`config.mk`:
```
export PLATFORM = sky130hd
export DESIGN_NAME = cam_frame_gen_flat
export DESIGN_NICKNAME = d
export VERILOG_FILES = /design/src/rtl/cam_frame_gen_pkg.sv /design/src/rtl/cam_frame_gen_if.sv /design/src/rtl/cam_frame_gen_pattern_gen.sv /design/src/rtl/cam_frame_gen.sv /design/src/flat_wrapper.sv
export SDC_FILE = /design/constraint.sdc
export NUM_CORES = 1
export LEC_CHECK = 0
export CORE_MARGIN = 5
export CORE_UTILIZATION = 40
export DETAILED_ROUTE_END_ITERATION = 10
export PLACE_DENSITY_LB_ADDON = 0.2
export SYNTH_ARGS = -nofsm -noshare
export SYNTH_HDL_FRONTEND = slang
export SYNTH_SLANG_ARGS = --single-unit
```
`constraint.sdc`:
```
create_clock -name i_clk -period 4.05 [get_ports i_clk]
set_clock_uncertainty 0.15 [all_clocks]
set_input_delay 0.6075 -clock i_clk [delete_from_list [all_inputs] [get_ports i_clk]]
set_output_delay 0.6075 -clock i_clk [all_outputs]
set_load 0.01 [all_outputs]
```
`src/rtl/cam_frame_gen_pkg.sv`:
```
// rtl/cam_frame_gen_pkg.sv - shared types and helpers for the camera frame generator
// Purpose : FSM state encoding, test pattern codes, colour-bar RGB444 table and
//           LFSR seed/step helper shared by cam_frame_gen and cam_pattern_gen.
// Ports   : none (package)
// Config  : CAM_GEN_LFSR_EN selects the LFSR variant of pattern 3 in cam_pattern_gen.
package cam_frame_gen_pkg;

   typedef enum logic [2:0] {
      ST_IDLE   = 3'd0,
      ST_VSYNC  = 3'd1,
      ST_VBP    = 3'd2,
      ST_ACTIVE = 3'd3,
      ST_VFP    = 3'd4
   } state_t;

   typedef enum logic [1:0] {
      PAT_BARS    = 2'd0,
      PAT_RAMP    = 2'd1,
      PAT_CHECKER = 2'd2,
      PAT_SOLID   = 2'd3
   } pattern_t;

   // Galois LFSR, polynomial x^12 + x^6 + x^4 + x + 1, right-shifting form
   localparam logic [11:0] LFSR_SEED = 12'hACE;
   localparam logic [11:0] LFSR_TAPS = 12'h829;

   // Colour bars, left to right: white, yellow, cyan, green, magenta, red, blue, black
   function automatic logic [11:0] bar_rgb(input logic [2:0] idx);
      logic [11:0] rgb;
      case (idx)
         3'd0:    rgb = 12'hFFF;
         3'd1:    rgb = 12'hFF0;
         3'd2:    rgb = 12'h0FF;
         3'd3:    rgb = 12'h0F0;
         3'd4:    rgb = 12'hF0F;
         3'd5:    rgb = 12'hF00;
         3'd6:    rgb = 12'h00F;
         default: rgb = 12'h000;
      endcase
      return rgb;
   endfunction

   function automatic logic [11:0] lfsr_step(input logic [11:0] s);
      return s[0] ? ((s >> 1) ^ LFSR_TAPS) : (s >> 1);
   endfunction

endpackage

```
`src/rtl/cam_frame_gen_if.sv`:
```
// rtl/cam_frame_gen_if.sv - OV7670-style parallel video bus (vsync/href/byte)
// Purpose : groups the sensor-side video signals driven by cam_frame_gen.
// Signals : vsync    frame sync
//           href     line valid, high during active bytes
//           pix_byte pixel byte (RGB444, two bytes per pixel)
// Modports: master (frame source), slave (capture side)
interface cam_frame_gen_if;
   logic       vsync;
   logic       href;
   logic [7:0] pix_byte;

   modport master (output vsync, output href, output pix_byte);
   modport slave  (input  vsync, input  href, input  pix_byte);
endinterface

```
`src/rtl/cam_frame_gen_pattern_gen.sv`:
```
// rtl/cam_frame_gen_pattern_gen.sv - test pattern byte generator for cam_frame_gen
// Purpose : maps (x, y, pattern, solid, byte_sel) to one RGB444 pixel byte.
// Ports   : i_clk, i_rstn      clock / async active-low reset (LFSR only)
//           i_x, i_y           pixel column / active line index
//           i_pattern          pattern code for the current frame
//           i_solid            {R,G,B} for pattern 3 (solid variant)
//           i_byte_sel         0 -> {4'h0,R}, 1 -> {G,B}
//           i_lfsr_load        reload LFSR seed (frame start)
//           i_lfsr_adv         step LFSR (odd byte of an active pixel)
//           o_byte             pixel byte
// Config  : CAM_GEN_LFSR_EN defined -> pattern 3 is a 12-bit LFSR, i_solid ignored.
module cam_pattern_gen
   import cam_frame_gen_pkg::*;
#(
   parameter int H_ACTIVE = 640,
   parameter int XW       = 10,
   parameter int YW       = 9
) (
   input  logic          i_clk,
   input  logic          i_rstn,
   input  logic [XW-1:0] i_x,
   input  logic [YW-1:0] i_y,
   input  pattern_t      i_pattern,
   input  logic [11:0]   i_solid,
   input  logic          i_byte_sel,
   input  logic          i_lfsr_load,
   input  logic          i_lfsr_adv,
   output logic [7:0]    o_byte
);

   localparam int BAR_W = (H_ACTIVE / 8 > 0) ? H_ACTIVE / 8 : 1;

   logic [31:0] w_xi;
   logic [31:0] w_yi;
   logic [31:0] w_bar;
   logic [31:0] w_ramp;
   logic [3:0]  w_lvl;
   logic [11:0] w_solid_src;
   logic [11:0] w_rgb;
   logic        w_unused;

   assign w_xi   = 32'(i_x);
   assign w_yi   = 32'(i_y);
   assign w_bar  = w_xi / BAR_W;
   assign w_ramp = (w_xi << 4) / H_ACTIVE;
   assign w_lvl  = (w_ramp > 32'd15) ? 4'hF : w_ramp[3:0];

`ifdef CAM_GEN_LFSR_EN
   logic [11:0] r_lfsr;

   always_ff @(posedge i_clk or negedge i_rstn) begin
      if (!i_rstn) begin
         r_lfsr <= LFSR_SEED;
      end else if (i_lfsr_load) begin
         r_lfsr <= LFSR_SEED;
      end else if (i_lfsr_adv) begin
         r_lfsr <= lfsr_step(r_lfsr);
      end
   end

   assign w_solid_src = r_lfsr;
   assign w_unused    = &{1'b0, i_solid, w_yi};
`else
   assign w_solid_src = i_solid;
   assign w_unused    = &{1'b0, i_clk, i_rstn, i_lfsr_load, i_lfsr_adv, w_yi};
`endif

   always_comb begin
      w_rgb = 12'h000;
      case (i_pattern)
         PAT_BARS:    w_rgb = bar_rgb((w_bar > 32'd7) ? 3'd7 : w_bar[2:0]);
         PAT_RAMP:    w_rgb = {w_lvl, w_lvl, w_lvl};
         PAT_CHECKER: w_rgb = (w_xi[3] ^ w_yi[3]) ? 12'hFFF : 12'h000;
         default:     w_rgb = w_solid_src;
      endcase
   end

   assign o_byte = i_byte_sel ? w_rgb[7:0] : {4'h0, w_rgb[11:8]};

endmodule

```
`src/rtl/cam_frame_gen.sv`:
```
// rtl/cam_frame_gen.sv - OV7670-compatible test frame source (vsync/href/RGB444 bytes)
// Purpose : stands in for the camera on the pclk side; produces frames of
//           selectable test patterns with sensor-like sync timing.
// Ports   : i_clk         pixel-byte clock, one byte per cycle
//           i_rstn        asynchronous active-low reset
//           i_en          run request, sampled in IDLE and at each frame end
//           i_pattern     0 bars, 1 ramp, 2 checker, 3 solid/LFSR
//           i_solid_rgb   {R,G,B} for pattern 3 (solid variant)
//           cam           video bus master: vsync, href, pix_byte
//           o_frame_done  one-cycle pulse on the last clock of the front porch
//           o_busy        high whenever not IDLE
// Config  : CAM_GEN_LFSR_EN defined -> pattern 3 is an LFSR reseeded every frame.
module cam_frame_gen
   import cam_frame_gen_pkg::*;
#(
   parameter int H_ACTIVE = 640,
   parameter int H_BLANK  = 144,
   parameter int V_ACTIVE = 480,
   parameter int V_SYNC   = 3,
   parameter int V_BP     = 17,
   parameter int V_FP     = 10
) (
   input  logic        i_clk,
   input  logic        i_rstn,
   input  logic        i_en,
   input  logic [1:0]  i_pattern,
   input  logic [11:0] i_solid_rgb,
   cam_frame_gen_if.master cam,
   output logic        o_frame_done,
   output logic        o_busy
);

   localparam int LINE_LEN = 2 * (H_ACTIVE + H_BLANK);
   localparam int H_W      = $clog2(LINE_LEN);
   localparam int V_MAX_A  = (V_ACTIVE > V_SYNC) ? V_ACTIVE : V_SYNC;
   localparam int V_MAX_B  = (V_BP > V_FP) ? V_BP : V_FP;
   localparam int V_MAX    = (V_MAX_A > V_MAX_B) ? V_MAX_A : V_MAX_B;
   localparam int V_W      = (V_MAX > 1) ? $clog2(V_MAX) : 1;

   state_t         r_state;
   logic [H_W-1:0] r_h_cnt;
   logic [V_W-1:0] r_v_cnt;
   pattern_t       r_pattern;
   logic [11:0]    r_solid;

   logic           r_vsync;
   logic           r_href;
   logic [7:0]     r_pix;
   logic           r_done;
   logic           r_busy;

   state_t         w_state_nxt;
   logic [H_W-1:0] w_h_nxt;
   logic [V_W-1:0] w_v_nxt;
   logic           w_h_wrap;
   logic           w_v_last;
   logic           w_enter_vsync;
   logic           w_href_nxt;
   logic           w_done_nxt;
   logic [7:0]     w_pix_byte;

   assign w_h_wrap = (r_h_cnt == H_W'(LINE_LEN - 1));

   always_ff @(posedge i_clk or negedge i_rstn) begin
      if (!i_rstn) begin
         r_state <= ST_IDLE;
         r_h_cnt <= '0;
         r_v_cnt <= '0;
      end else begin
         r_state <= w_state_nxt;
         r_h_cnt <= w_h_nxt;
         r_v_cnt <= w_v_nxt;
      end
   end

   always_comb begin
      w_state_nxt   = r_state;
      w_h_nxt       = r_h_cnt;
      w_v_nxt       = r_v_cnt;
      w_enter_vsync = 1'b0;
      w_v_last      = 1'b0;
      w_href_nxt    = 1'b0;
      w_done_nxt    = 1'b0;

      case (r_state)
         ST_VSYNC:  w_v_last = (r_v_cnt == V_W'(V_SYNC - 1));
         ST_VBP:    w_v_last = (r_v_cnt == V_W'(V_BP - 1));
         ST_ACTIVE: w_v_last = (r_v_cnt == V_W'(V_ACTIVE - 1));
         ST_VFP:    w_v_last = (r_v_cnt == V_W'(V_FP - 1));
         default:   w_v_last = 1'b0;
      endcase

      if (r_state == ST_IDLE) begin
         if (i_en) begin
            w_state_nxt   = ST_VSYNC;
            w_h_nxt       = '0;
            w_v_nxt       = '0;
            w_enter_vsync = 1'b1;
         end
      end else if (w_h_wrap) begin
         // states only change on a line boundary, so every line has equal length
         w_h_nxt = '0;
         if (w_v_last) begin
            w_v_nxt = '0;
            case (r_state)
               ST_VSYNC:  w_state_nxt = ST_VBP;
               ST_VBP:    w_state_nxt = ST_ACTIVE;
               ST_ACTIVE: w_state_nxt = ST_VFP;
               default: begin
                  if (i_en) begin
                     w_state_nxt   = ST_VSYNC;
                     w_enter_vsync = 1'b1;
                  end else begin
                     w_state_nxt = ST_IDLE;
                  end
               end
            endcase
         end else begin
            w_v_nxt = r_v_cnt + 1'b1;
         end
      end else begin
         w_h_nxt = r_h_cnt + 1'b1;
      end

      // outputs are decoded from the next-state values so the registered
      // outputs line up with the state/counter registers
      w_href_nxt = (w_state_nxt == ST_ACTIVE) && (w_h_nxt < H_W'(2 * H_ACTIVE));
      w_done_nxt = (w_state_nxt == ST_VFP) && (w_h_nxt == H_W'(LINE_LEN - 1)) &&
                   (w_v_nxt == V_W'(V_FP - 1));
   end

   // pattern selection is frozen for the whole frame at VSYNC entry
   always_ff @(posedge i_clk or negedge i_rstn) begin
      if (!i_rstn) begin
         r_pattern <= PAT_BARS;
         r_solid   <= 12'h000;
      end else if (w_enter_vsync) begin
         r_pattern <= pattern_t'(i_pattern);
         r_solid   <= i_solid_rgb;
      end
   end

   cam_pattern_gen #(
      .H_ACTIVE (H_ACTIVE),
      .XW       (H_W - 1),
      .YW       (V_W)
   ) u_pattern (
      .i_clk       (i_clk),
      .i_rstn      (i_rstn),
      .i_x         (w_h_nxt[H_W-1:1]),
      .i_y         (w_v_nxt),
      .i_pattern   (r_pattern),
      .i_solid     (r_solid),
      .i_byte_sel  (w_h_nxt[0]),
      .i_lfsr_load (w_enter_vsync),
      .i_lfsr_adv  (w_href_nxt & w_h_nxt[0]),
      .o_byte      (w_pix_byte)
   );

   always_ff @(posedge i_clk or negedge i_rstn) begin
      if (!i_rstn) begin
         r_vsync <= 1'b0;
         r_href  <= 1'b0;
         r_pix   <= 8'h00;
         r_done  <= 1'b0;
         r_busy  <= 1'b0;
      end else begin
         r_vsync <= (w_state_nxt == ST_VSYNC);
         r_href  <= w_href_nxt;
         r_pix   <= w_href_nxt ? w_pix_byte : 8'h00;
         r_done  <= w_done_nxt;
         r_busy  <= (w_state_nxt != ST_IDLE);
      end
   end

   assign cam.vsync     = r_vsync;
   assign cam.href      = r_href;
   assign cam.pix_byte  = r_pix;
   assign o_frame_done  = r_done;
   assign o_busy        = r_busy;

endmodule

```
`src/flat_wrapper.sv`:
```
// flat-port wrapper written by rule: the top's interface ports become plain ports
module cam_frame_gen_flat import cam_frame_gen_pkg::*;
#(
   parameter int H_ACTIVE = 640,
   parameter int H_BLANK  = 144,
   parameter int V_ACTIVE = 480,
   parameter int V_SYNC   = 3,
   parameter int V_BP     = 17,
   parameter int V_FP     = 10
)
  (i_clk, i_rstn, i_en, i_pattern, i_solid_rgb, o_frame_done, o_busy, cam_vsync, cam_href, cam_pix_byte);
  cam_frame_gen_if cam_i ();
  input  logic i_clk;
  input  logic i_rstn;
  input  logic i_en;
  input  logic [1:0] i_pattern;
  input  logic [11:0] i_solid_rgb;
  output logic o_frame_done;
  output logic o_busy;
  output wire logic [$bits(cam_i.vsync)-1:0] cam_vsync;
  output wire logic [$bits(cam_i.href)-1:0] cam_href;
  output wire logic [$bits(cam_i.pix_byte)-1:0] cam_pix_byte;
  assign cam_vsync = cam_i.vsync;
  assign cam_href = cam_i.href;
  assign cam_pix_byte = cam_i.pix_byte;
  cam_frame_gen #(.H_ACTIVE(H_ACTIVE), .H_BLANK(H_BLANK), .V_ACTIVE(V_ACTIVE), .V_SYNC(V_SYNC), .V_BP(V_BP), .V_FP(V_FP)) u_core (.i_clk(i_clk), .i_rstn(i_rstn), .i_en(i_en), .i_pattern(i_pattern), .i_solid_rgb(i_solid_rgb), .cam(cam_i), .o_frame_done(o_frame_done), .o_busy(o_busy));
endmodule
```
Word level (Yosys, flattened, before mapping)
Index checks and enable logic that the tools add are counted.

Bits in registers: 49. Latch bits: 0. RAM bits: 0. ROM bits: 0. Input bits: 17. Output and inout bits: 12. Logic and storage cells: 74. Memories: 0.

Add/subtract/negate cells: 2. Multipliers: 0. Div/mod/pow operators: 2. $lt $le $gt $ge: 3. Equal/unequal tests: 22. Shifts and indexed selects: 0. Mux-type cells: 26. Bitwise gates (word level): 1. Reduce and logical (&&, ||, !) cells: 8.

Operator list (number): 12-bit one-hot mux with 7 select lines (1); 9-bit 2-to-1 mux (4); 12-bit one-hot mux with 3 select lines (1); 11-bit 2-to-1 mux (3); 10-bit by 7-bit divider with 32-bit output (second input constant) (1); 14-bit by 10-bit divider with 32-bit output (second input constant) (1); 32-bit by 3-bit greater-than comparator with 1-bit output (second input constant) (1); 32-bit by 4-bit greater-than comparator with 1-bit output (second input constant) (1); 11-bit equality test (second input constant) (2); 9-bit by 4-bit equality test with 1-bit output (second input constant) (2); 8-bit 2-to-1 mux (2); 3-bit by 2-bit equality test with 1-bit output (second input constant) (5); 3-bit equality test (second input constant) (5); 3-bit 2-to-1 mux (5); 12-bit 2-to-1 mux (1); 11-bit by 1-bit adder with 11-bit output (second input constant) (1); 11-bit < comparator (second input constant) (1); 9-bit by 1-bit adder with 9-bit output (second input constant) (1); 3-bit by 1-bit equality test with 1-bit output (second input constant) (3); 9-bit by 2-bit equality test with 1-bit output (second input constant) (1); 9-bit by 5-bit equality test with 1-bit output (second input constant) (1); 9-bit equality test (second input constant) (1); 3-bit one-hot mux with 3 select lines (1); 3-bit logical NOT (2); other kinds (10) (17).

Depth between registers and ports, before layout
Depth in word-level cells: 11. Gate-level depth with buffers: 18. Gate-level depth less buffers: 17.

Cells and area by module
From an unflattened synthesis, not the netlist that was laid out.

Cell total of the unflattened synthesis: 418. Area, all modules: 3678.5 um^2.

Modules (own cells, without submodules): cam_frame_gen (instances 1, cells each 250, area an instance 2553.7 um^2); cam_pattern_gen (instances 1, cells each 168, area an instance 1124.8 um^2).

Least setup slack after synthesis
OpenSTA, ideal clock, no wires.

Path kind: flip-flop to flip-flop. Start point: register u_core.r_h_cnt[7]. End point: register u_core.r_pix[4], in the netlist u_core.cam.pix_byte[4]. Setup time: 0.132 ns. Arrival time: 4.022 ns. Data required time: 3.768 ns. Setup slack: -0.254 ns. Cell stages (with the launch flop): 19. Buffers on the path: 2. Cell sequence: dfrtp_1 -> buf_6 -> or4b_1 -> buf_2 -> o21a_1 -> o311a_4 -> nor2_4 -> inv_2 -> ha_1 -> nand2b_1 -> nor2_1 -> a2bb2oi_1 -> o221a_2 -> nor4b_2 -> o31ai_2 -> a21boi_1 -> nor3_1 -> nor4_2 -> a21oi_1.

Word-level cells in the longest chain between the ends: 11. Elaborated cells between the ends (all ways): 31.

RTL lines: start, declared (RTL line cam_frame_gen.sv:41) `logic [H_W-1:0] r_h_cnt;`; start signal, assigned (RTL line cam_frame_gen.sv:71) `r_h_cnt <= w_h_nxt;`; 11-bit by 1-bit adder with 11-bit output / 11-bit equality test (equally long branches) (RTL line cam_frame_gen.sv:122, cam_frame_gen.sv:62); 11-bit 2-to-1 mux (*) (RTL line cam_frame_gen.sv:100) `end else if (w_h_wrap) begin`; 11-bit 2-to-1 mux (*) (RTL line cam_frame_gen.sv:93) `if (r_state == ST_IDLE) begin`; net u_core.u_pattern.i_x[9] (RTL line cam_frame_gen_pattern_gen.sv:21) `input logic [XW-1:0] i_x,`; parallel branches: the longest is 7 deep, another holds 14-bit by 10-bit divider with 32-bit output; 8-bit 2-to-1 mux (*) (RTL line cam_frame_gen.sv:170) `r_pix <= w_href_nxt ? w_pix_byte : 8'h00;`; end signal, assigned (RTL line cam_frame_gen.sv:170); end, declared (RTL line cam_frame_gen.sv:48) `logic [7:0] r_pix;`.

Mark *: on every way through the listed nets, which the timed path passes. A chain may end at the register's enable or synchronous reset.

Worst setup path in the final report
Start point: register u_core.r_h_cnt[5]. End point: register u_core.r_pix[4], in the netlist u_core.cam.pix_byte[4].

Same word-level chain as after synthesis.

==> flow_summary.json <==
{
  "numPortBuffers": 28,
  "worstSkewPairLatency_ns": 0.31,
  "power_switching_share_pct": 23.49,
  "yosys-top-cells-area": "sky130_fd_sc_hd__dfrtp_1 38%, sky130_fd_sc_hd__mux2_2 4.9%, sky130_fd_sc_hd__nand2_1 4.8%",
  "clock_sink_count": 49,
  "p_comb_share_pct": 3.0,
  "synth_seq_area_share_pct": 38.07,
  "hold-worst-slack_ns": 0.3314,
  "cp-end-kind": "flip-flop",
  "fin_nets": 454,
  "worst_slew_pin_slew_ns": 1.066,
  "gp_congestion": 0.8501,
  "dp.cells": 522,
  "initial_antenna_violation_count": 0,
  "cts-root-to-sink-buffers": 2,
  "first_iter_violations": 225,
  "placement_rows": 32,
  "leakage_power_figure_nw": 1.796,
  "worst_r2r_path_depth": 15,
  "relative_slew_slack_pct": 28.97,
  "mappedNetlistNets": 372,
  "power.density_nw_per_um2": 191.4,
  "p_int_mw": 0.6329,
  "avg_synthesized_cell_area_um2": 9.149,
  "insertedDiodeCount": 0,
  "synth_top_area_cell": "sky130_fd_sc_hd__dfrtp_1",
  "rr_startpoint": "u_core.r_h_cnt[5]",
  "io_pins": 29,
  "track_usage_pct": 17.78,
  "final_min_period_over_clock_period_pct": 99.71,
  "post_synth_instance_area_um2": 3221,
  "yosys.area.top_type_share_pct": 38.07,
  "drt_drc_violations_left": 0,
  "layout.cells.most_common": "sky130_fd_sc_hd__buf_4",
  "r2r_setup_slack_ns": 0.01,
  "worst-endpoint-required_ns": 4.09,
  "status": "complete, no violations",
  "antenna_viol_nets_final": 0,
  "hpwl_mm": 6.503,
  "crit_path_max_fanout": 4,
  "grt_max_degree": 50,
  "cts_buffers": 5,
  "grt_first_pass_wirelength_mm": 14.41,
  "highest_count_cells_in_the_layout_ignoring_fill_and_taps": "61 x sky130_fd_sc_hd__buf_4, 49 x sky130_fd_sc_hd__dfrtp_1, 41 x sky130_fd_sc_hd__nand2_1",
  "die_area_um2": 9946,
  "cp-startpoint": "u_core.r_h_cnt[5]",
  "core_um2": 7767,
  "report.final.hold_viol_count": 0,
  "final_core_util_pct": 55.65,
  "mean_routed_wirelength_per_cell_um": 16.07,
  "fp.dieW_um": 99.73,
  "cts.reportedPaths.clkPinSlew_ns": 0.10,
  "vias": 3076,
  "yosysWarningCount": 0,
  "ys.flop_type": "sky130_fd_sc_hd__dfrtp_1",
  "synth_edf_count": 0,
  "pwr-share-clk_pct": 37.9,
  "power_frac_seq_pct": 59.1,
  "hp-class": "input pin to async pin",
  "synthesis.instances": 352,
  "maxCapViolations": 0,
  "irDropWorstVdd_mv": 0.1797,
  "layout-drive-gt1-share_pct": 30.80,
  "timing_worst_setup_path_type": "flip-flop to flip-flop",
  "area.growth.synth_to_final_pct": 34.23,
  "die_y_um": 99.73,
  "slew_viol_final": 0,
  "setup.worst_path.start_class": "flip-flop",
  "gr-total-overflow": 0,
  "initial_utilization_pct": 41.46,
  "htree_num_levels": 2,
  "vias_in_the_first_global_route": 2954,
  "post_synth_num_cell_types": 71,
  "routed_via_density": 5.728,
  "final_non_filler_cells": 537,
  "clock_tree_from_tritoncts": "built",
  "grt_setup_unrepaired": "true",
  "asyncSetResetFlopFracSynth_pct": 100.0,
  "power_switching_mw": 0.1944,
  "crit-reg2reg-capture": "u_core.cam.pix_byte[4]",
  "ctsRootBufferMaster": "sky130_fd_sc_hd__clkbuf_8",
  "synth_seq_cells": 49,
  "post_route_wl_mm": 8.630,
  "cp_data_arrival_time_ns": 4.08,
  "fmaxAchievable_mhz": 247.6,
  "setup_viol": 0,
  "finalWorstPathRequiredPeriod_ns": 4.038,
  "drtPass1Iterations": 4
}
==> power groups by stage <==
stage / clock network, mW / registers [mW] / logic, mW
2_1_floorplan: 0 / 0.499 / 0.000328
3_3_place_gp: 0 / 0.499 / 0.0260
3_5_place_dp: 0 / 0.499 / 0.0261
4_1_cts: 0.325 / 0.489 / 0.0259
5_1_grt: 0.347 / 0.489 / 0.0285
6_report: 0.313 / 0.489 / 0.0252
==> worst max path at each step <==
stage	to	slack, ns	cells past startpoint
finish	u_core.cam.pix_byte[4]	0.01	15
CTS	u_core.cam.pix_byte[0]	0.00002	17
detailed placement	u_core.cam.pix_byte[4]	-0.66	16
global placement	u_core.cam.pix_byte[4]	-0.52	16
global route	u_core.cam.pix_byte[0]	-0.15	17
floorplan	u_core.cam.pix_byte[4]	-0.13	18
==> cell families (layout without fill, tap and decap cells) <==
kind of cell	Yosys count	after routing	share of synthesized area, %
compound gates	110	110	25.49
fa+ha+maj	4	4	1.476
flops	49	49	38.07
simple gates	137	137	23.31
buf+inv	28	111	3.924
mux	17	17	5.828
xor+xnor	7	7	1.904
==> final cells by class <==
type	count	area [um2]
well taps	102	127.6
inverters	13	48.80
flip-flops and latches	49	1226
multi-input cells	275	2078
clock inverters	3	28.78
repair buffers	90	744.5
fillers	705	3445
clock buffers	5	68.82
==> flip-flops by register name, indices dropped and copies added, names as in the netlist, 2 cells and up <==
signal               count
u_core.r_h_cnt          11
u_core.cam.pix_byte      8
u_core.r_v_cnt           9
u_core.r_pattern         2
u_core.r_solid          12
u_core.r_state           3
==> cell usage after synthesis (all sizes together) (7+ instances only) <==
cell type,count
or3,7
inv,12
clkbuf,8
nor2,15
nand3,16
o21ai,27
dfrtp,49
o31ai,8
nand2,41
a21oi,21
buf,7
mux2,14
nor4,9
==> stage by stage <==
stage | worst slack (ns) | power (mW) | area, um2 | setup TNS, ns
finish | 0.01175 | 0.8273 | 4323 | 0
global route | -0.1529 | 0.8645 | 4323 | -0.4326
CTS | 0.00002043 | 0.8398 | 4254 | 0
detailed placement | -0.6551 | 0.5247 | 3989 | -3.215
global placement | -0.5236 | 0.5245 | 3989 | -2.661
floorplan | -0.1311 | 0.4990 | 3258 | -0.2548
==> critical path, cell delays in order, from the launching register on <==
cell and delay (ns):
sky130_fd_sc_hd__dfrtp_1 0.39, sky130_fd_sc_hd__or4b_4 0.56, sky130_fd_sc_hd__o21a_1 0.21, sky130_fd_sc_hd__o311a_4 0.33, sky130_fd_sc_hd__nor2_4 0.10, sky130_fd_sc_hd__inv_2 0.06
sky130_fd_sc_hd__ha_4 0.16, sky130_fd_sc_hd__nor2b_2 0.17, sky130_fd_sc_hd__o32ai_1 0.29, sky130_fd_sc_hd__a2bb2oi_2 0.24, sky130_fd_sc_hd__buf_4 0.16, sky130_fd_sc_hd__a221oi_4 0.05
sky130_fd_sc_hd__maj3_1 0.38, sky130_fd_sc_hd__and3_1 0.20, sky130_fd_sc_hd__nor4_2 0.36, sky130_fd_sc_hd__a21oi_1 0.12
==> routing by layer <==
| metal | share of wire, % | wire, um | track usage, % | vias to the layer above |
|---|---|---|---|---|
| met5 | 0 | 0 | 0 | - |
| met4 | 1.3 | 115 | 4.727 | 0 |
| met3 | 4.9 | 420 | 2.805 | 13 |
| met2 | 47 | 4067 | 28.68 | 94 |
| met1 | 47 | 4027 | 24.81 | 1468 |
| li1 | - | - | - | 1501 |
==> what timing repair did <==
action | 4_1_cts | 5_1_grt
endpoints found under the setup margin | 6 | 6
pin swaps | 18 | 11
cloned | 0 | 0
hold buffers | 0 | 0
resized for setup | 21 | 13
buffers inserted | 5 | 2
(Power assumes the default switching activity.)
